**src/rtl/vtg_register.sv**
```systemverilog
// Parameterised storage register: write-enabled capture of datain on the rising clock edge,
// asynchronous active-high reset to a per-instance pattern.
module vtg_register #(
    parameter int              SIZE    = 8,
    parameter logic [SIZE-1:0] RST_VAL = {SIZE{1'b0}}
) (
    input  logic            clk,
    input  logic            rst,
    input  logic            we,
    input  logic [SIZE-1:0] datain,
    output logic [SIZE-1:0] dataout
);

    generate
        if (SIZE < 1) begin : gen_bad_size
            $fatal(1, "vtg_register: SIZE must be at least 1");
        end
    endgenerate

    logic [SIZE-1:0] data_d;
    logic [SIZE-1:0] data_q;

    always_comb begin
        data_d = data_q;
        if (we) begin
            data_d = datain;
        end
    end

    // Each bit maps to a flop with async set or clear chosen by its RST_VAL bit.
    always_ff @(posedge clk or posedge rst) begin
        if (rst) begin
            data_q <= RST_VAL;
        end else begin
            data_q <= data_d;
        end
    end

    assign dataout = data_q;

endmodule

```
**config.mk**
```make
export PLATFORM = sky130hd
export DESIGN_NAME = vtg_register
export DESIGN_NICKNAME = d
export VERILOG_FILES = /design/src/rtl/vtg_register.sv
export SDC_FILE = /design/constraint.sdc
export NUM_CORES = 1
export LEC_CHECK = 0
export BUFFER_PORTS_ARGS = -buffer_cell sky130_fd_sc_hd__clkbuf_2
export CORE_AREA = 2 2 39 41
export CTS_CLUSTER_SIZE = 24
export DETAILED_ROUTE_END_ITERATION = 8
export DIE_AREA = 0 0 41 43
export SLEW_MARGIN = 20
export SYNTH_ARGS = -nofsm -noshare
export SYNTH_HDL_FRONTEND = slang
export SYNTH_SLANG_ARGS = --single-unit
```
**constraint.sdc**
```tcl
create_clock -name clk -period 1.7 [get_ports clk]
set_clock_uncertainty 0.2 [all_clocks]
set_input_delay 0.34 -clock clk [delete_from_list [all_inputs] [get_ports clk]]
set_output_delay 0.34 -clock clk [all_outputs]
set_load 0.01 [all_outputs]
```
# Yosys cells after proc, flatten, opt, wreduce, memory -nomap -nowiden
# Cells that the tools add are included.
dict set report totals {
  register_bits 8
  word_cells 1
}

# Depth between registers and ports, before layout
# Gate-level depths: netlist (run 1).
dict set report logic_depth {
  depth_word 0
  depth_mapped 2
}

# Least setup slack after synthesis (run 1)
# OpenSTA, ideal clock, no wires.
dict set report synth_timing {
  path_type {input -> register}
  startpoint {input port we}
  endpoint {register data_q[0] (netlist: dataout[0])}
  setup_ps 125
  t_arrival_ps 757
  required_time_ps 1375
  setup_slack_ps 618
  cell_stages 2
  path_buffers 1
  path_cell_list {buf_6 mux2_4}
}
# item line
set synth_rtl {}
lappend synth_rtl {{start, declared} 9} ;# input logic we,
lappend synth_rtl {{end signal, assigned} 35} ;# data_q <= data_d;
lappend synth_rtl {{end, declared} 21} ;# logic [SIZE-1:0] data_q;
# No word-level cell between the ends.

# Worst setup path in the final report (run 1)
dict set report layout_timing {
  startpoint {register data_q[2] (netlist: dataout[2])}
  endpoint {output port dataout[2]}
}
# item line
set layout_rtl {}
lappend layout_rtl {{end, declared} 11} ;# output logic [SIZE-1:0] dataout
# No word-level cell between the ends.

==> key figures, run 1 <==
CTS
  – Clk slew on worst S/H paths: 50 ps
  – CTS H-tree lvls: 1
  – Maximum clock path buffer count: 2
  – Clock Root Buffer: clkbuf_4
  – Resize count post-CTS: 0
  – CTS tree: done
  – Clk sink count: 8
  – Clk_lat worst skew: 250 ps
  – CTS buffer count: 3

Worst hold path
  – Worst min path class: primary input to flop

Power and ir drop
  – Pwr dens: 961.9 nW/um^2
  – Static leakage: 0.0002574 uW
  – VDD IR-drop max: 0.3494 mV

Setup path
  – Crit-path leading delay family: flip-flops
  – Buf+Inv Stages, Crit Path: 1
  – Crit start category: flop
  – Worst Path Arrival: 770 ps
  – CP endpoint kind: output port
  – Req. time, crit path: 1160 ps
  – Critical path, cell by cell: clkbuf_2
  – WS Path Type: flop to output port
  – Critical Path Max Stage Delay: 390 ps
  – Crit path max fanout: 2
  – CP max-delay cell: dfrtp_1

Drt
  – Routed len/inst: 11.67 um
  – Detail Route Antenna Nets: 0
  – 1st-iter DRT viols: 1
  – Via count: 219
  – DR vias/cell: 3.982
  – Final WL: 642 um
  – DRC viols: 0
  – Drt pass-1 iters: 2

Synthesis
  – Synth Warn #: 0
  – Seq/Total Area, Yosys: 59.70%
  – Synth Register Bits: 8
  – Synthesized Nets: 29
  – Avg Inst Size Synth: 18.63 um^2
  – Synthesized instance count: 18
  – Synthesized area: 335.3 um^2
  – Distinct cells, synth: 4

STA
  – Unrepaired setup endpoints after global routing: no
  – Max Transition Viols Final: 0
  – Final worst slack: 389.8 ps
  – Worst Tran Pin Value: 308.1 ps
  – Final setup violation count: 0
  – FMAX: 763.2 MHz
  – Min cycle time layout: 1310 ps
  – Setup TNS: 0 ps
  – Final period util: 77.07%
  – Rel. slew slack: 79.44%
  – Final Hold Slack: 115.4 ps
  – Final hold vios: 0

Floorplan
  – Initial cell density of the core: 24.23%
  – Rows: 14
  – Die height: 43 um
  – Die X-Extent: 41 um
  – Top Ports: 19
  – Core ar.: 1384 um^2
  – Die area: 1763 um^2

Global route
  – All-Layer GR Usage: 9.422%
  – Initial antenna violation count: 0
  – Largest net degree at the start of global routing: 9
  – Vias in the first global route: 233
  – Grt total ovfl: 0
  – First-pass GRT wire length: 1.007 mm

Finish
  – Ant diodes: 0
  – Fill count: 144
  – # nets final: 52
  – Max reg flops: 8
  – Final Util: 33.73%
  – Post-route cell area: 466.7 um^2
  – Synthesis-to-layout area growth: 39.18%
  – Layout cells sized above 1: 74.36%

Place
  – Worst slack, placed: 437.3 ps
  – Area after DPL: 434.2 um^2
  – PortBufs: 18
  – RD Place Congestion: 0.6276

Outcome
  – Status: finished clean

Run
  – Max-cap viol count: 0
-- repair_timing --
| item | 4_1_cts | 5_1_grt |
|---|---|---|
| hold endpoints to repair | 8 | 0 |
| hold buffers | 1 | 0 |
| setup endpoints to repair | 0 | 0 |
| setup buffers | 0 | 0 |
-- cells in the final DEF, fill, tap and decap left out --
master and count:
inv_1 1, clkbuf_4 3, dfrtp_1 8, dlygate4sd3_1 1, clkbuf_2 18, mux2_4 8
-- synth_stat cells --
cell type | n | share of area (%)
inv_1 | 1 | 1.1
dfrtp_1 | 8 | 60
buf_6 | 1 | 3.4
mux2_4 | 8 | 36
-- area by class of cell --
class                   instances  area, um^2  area share, %
clock buffers                   3       22.52          4.826
repair buffers                 19       100.1          21.45
flip-flops and latches          8       200.2          42.90
well taps                      16       20.02          4.290
multi-input cells               8       120.1          25.74
inverters                       1       3.754         0.8043
-- per-stage QoR --
step / instances / power (uW)
floorplan: 18 / 272.3
global placement: 51 / 305.3
detailed placement: 51 / 305.9
CTS: 55 / 461.8
global route: 55 / 476.0
finish: 55 / 448.9
-- routing by layer --
metal	up-vias	routed length (um)	track usage, %
li1	102	-	-
met2	10	349	11.88
met4	0	0	12.00
met3	0	33	1.571
met1	107	258	11.26
met5	-	0	0
-- path summary, 6_finish.rpt --
check	start	endpoint	slack (ps)	cells past startpoint
max in group asynchronous	rst	dataout[0]	710	3
hold reg to reg	dataout[5]	dataout[5]	310	1
min in group asynchronous	rst	dataout[5]	360	3
setup reg to reg	dataout[3]	dataout[3]	730	1
setup / recovery	dataout[2]	dataout[2]	390	1
hold / removal	datain[0]	dataout[0]	120	2
-- where the power goes --
group	switching, uW	total, uW	leakage, uW	internal [uW]
clock network	64.6	145	0.0000138	80.8
logic	32.5	82.6	0.000150	50.1
registers	11.1	221	0.0000935	210
total	108	449	0.000257	341
-- cells by family after synthesis --
| kind of cell | Yosys count | share of synthesized area, % |
|---|---|---|
| buffers and inverters | 2 | 4.476 |
| DFF | 8 | 59.70 |
| muxes | 8 | 35.82 |
Note: power is estimated with default switching activity, not from simulation.
==> run 2: changes to the inputs <==
==> constraint.sdc (replaced) <==
create_clock -name clk -period 1.11 [get_ports clk]
set_clock_uncertainty 0.2 [all_clocks]
set_input_delay 0.222 -clock clk [delete_from_list [all_inputs] [get_ports clk]]
set_output_delay 0.222 -clock clk [all_outputs]
set_load 0.01 [all_outputs]
==> key figures, run 2 (same netlist as run 1, synthesis figures left out) <==
Outcome
  – Status: finished, violations left
  – Failing checks: setup timing

Drt
  – Drt pass-1 iters: 2 (unchanged)
  – DRC viols: 0 (unchanged)
  – DR vias/cell: 3.883 (-2.5%)
  – Detail Route Antenna Nets: 0 (unchanged)
  – 1st-iter DRT viols: 1 (unchanged)
  – Final WL: 606 um (-5.6%)
  – Via count: 233 (+6.4%)
  – Routed len/inst: 10.10 um (-13%)

Setup path
  – Reg2Reg Capture Point: dataout[2]
  – Buf+Inv Stages, Crit Path: 1 (unchanged)
  – R2r startpoint: dataout[2]
  – Crit start category: flop
  – Req. time, crit path: 690 ps (-470 ps)
  – FF-to-FF setup slack: 30 ps (-700 ps)
  – WS Path Type: flop to output port
  – Critical path, cell by cell: clkbuf_2
  – Worst Path Arrival: 750 ps (-20 ps)
  – Crit-path leading delay family: flip-flops
  – Critical Path Stages: 1 (unchanged)
  – Critical Path Max Stage Delay: 380 ps (about the same)
  – CP endpoint kind: output port
  – R2R depth: 2 (+1)
  – CP max-delay cell: dfrtp_1
  – Crit path max fanout: 2 (unchanged)

CTS
  – Maximum clock path buffer count: 2 (unchanged)
  – Clock Root Buffer: clkbuf_4
  – CTS buffer count: 3 (unchanged)
  – Post-CTS Hold Buffers: 1 (unchanged)
  – CTS H-tree lvls: 1 (unchanged)
  – Clk_lat worst skew: 240 ps (about the same)
  – Clk slew on worst S/H paths: 50 ps (about the same)
  – Resize count post-CTS: 0 (unchanged)
  – Clk sink count: 8 (unchanged)
  – CTS tree: done

Run
  – Max-cap viol count: 0 (unchanged)

Power and ir drop
  – Switching power: 159.7 uW (+48%)
  – Static leakage: 0.0002814 uW (+9.4%)
  – Pwr dens: 1392 nW/um^2 (+45%)
  – Clk network pwr share: 30.3% (-2.1 points)
  – VDD IR-drop max: 0.5760 mV (+65%)
  – Combinational power share: 21.7% (+3.3 points)
  – Sw frac: 22.75% (-1.4 points)
  – Overall power: 702.0 uW (+56%)
  – Sequential power share: 48.0% (-1.2 points)
  – Internal power: 542.3 uW (+59%)

Finish
  – Seq. cell area: 200.2 um^2 (unchanged)
  – Commonest non-fill, non-tap cell in the layout: clkbuf_2
  – Most frequent cells in the layout: clkbuf_2 (18), mux2_4 (8), dfrtp_1 (8)
  – Fill count: 142 (-1.4%)
  – Ant diodes: 0 (unchanged)
  – Area of the multi-input gates: 120.1 um^2 (unchanged)
  – Layout cells sized above 1: 77.27% (+2.9 points)
  – Max reg flops: 8 (unchanged)
  – Synthesis-to-layout area growth: 50.37%
  – # nets final: 57 (+9.6%)

STA
  – Min cycle time layout: 1174 ps
  – Rel. slew slack: 80.78% (+1.3 points)
  – Max Transition Viols Final: 0 (unchanged)
  – Final setup violation count: 8 (+8)
  – Unrepaired setup endpoints after global routing: yes
  – Final hold vios: 0 (unchanged)
  – Final period util: 105.8%
  – Final Hold Slack: 4.295 ps (-111.1 ps)
  – Final worst slack: -63.83 ps (-453.6 ps)
  – Worst Tran Pin Value: 288.0 ps (-20.17 ps)
  – FMAX: 851.9 MHz

Floorplan
  – Core ar.: 1384 um^2 (unchanged)
  – Die X-Extent: 41 um (unchanged)
  – Die area: 1763 um^2 (unchanged)
  – Die height: 43 um (unchanged)
  – Top Ports: 19 (unchanged)
  – Rows: 14 (unchanged)
  – Initial cell density of the core: 24.23% (unchanged)

Global route
  – Initial antenna violation count: 0 (unchanged)
  – First-pass GRT wire length: 855 um (-15%)
  – All-Layer GR Usage: 7.825% (-1.6 points)
  – Vias in the first global route: 220 (-5.6%)
  – Largest net degree at the start of global routing: 9 (unchanged)
  – Grt total ovfl: 0 (unchanged)

Place
  – PortBufs: 18 (unchanged)
  – RD Place Congestion: 0.6233 (-0.69%)
  – Post-DP HPWL: 442.4 um

Worst hold path
  – Hold endpoint: dataout[4]
  – Hold path startpoint: datain[4]
  – Hold Crit Depth: 2 (unchanged)
  – Worst min path class: primary input to flop
[run 2: layout make-up]
cell class              count  share of cell area [%]
clock buffers               3                   4.466
flip-flops and latches      8                   39.70
repair buffers             24                   27.30
multi-input cells           8                   23.82
well taps                  16                   3.970
inverters                   1                  0.7444
[run 2: power by group through the flow]
stage,sequential (uW),combinational (uW),clock [uW]
floorplan,355,61.9,0
finish,337,152,213
CTS,337,134,223
detailed placement,342,125,0
global route,340,165,237
global placement,344,123,0
[run 2: worst max path at each step]
stage	from	endpoint	slack, ps
detailed placement	we	dataout[4]	-40
finish	dataout[4]	dataout[4]	-60
global route	dataout[1]	dataout[1]	-100
CTS	dataout[2]	dataout[2]	-80
floorplan	dataout[0]	dataout[0]	130
global placement	we	dataout[5]	-20
[run 2: worst register-to-register path, delay by kind of cell, from the launching register on]
family,cells,cell delay [ps]
flops,1,380
mux,1,260
buf+inv,1,130
[run 2: timing repair]
action                                 CTS  global route
setup endpoints to repair                8             8
gates cloned                             0             0
pin swaps                                0             0
endpoints found under the hold margin    9             2
setup buffers                            1             4
[run 2: through the flow]
stage               worst slack [ps]  instance area, um^2  utilization [%]  setup TNS, ps  instances
floorplan                      130.7                335.3                -              0         18
global placement              -15.01                434.2            31.37         -115.1         51
detailed placement            -37.30                434.2            31.37         -276.3         51
CTS                           -81.14                474.2            34.27         -564.6         56
global route                  -95.92                504.2            36.44         -717.5         60
finish                        -63.83                504.2            36.44         -458.3         60
[run 2: per-layer routing]
metal / vias up / GRT usage (%) / part of all wire, %
met5: - / 0 / 0
met4: 0 / 10.00 / 0
met3: 0 / 1.571 / 5.3
met2: 8 / 9.688 / 52
met1: 112 / 9.365 / 43
li1: 113 / - / -
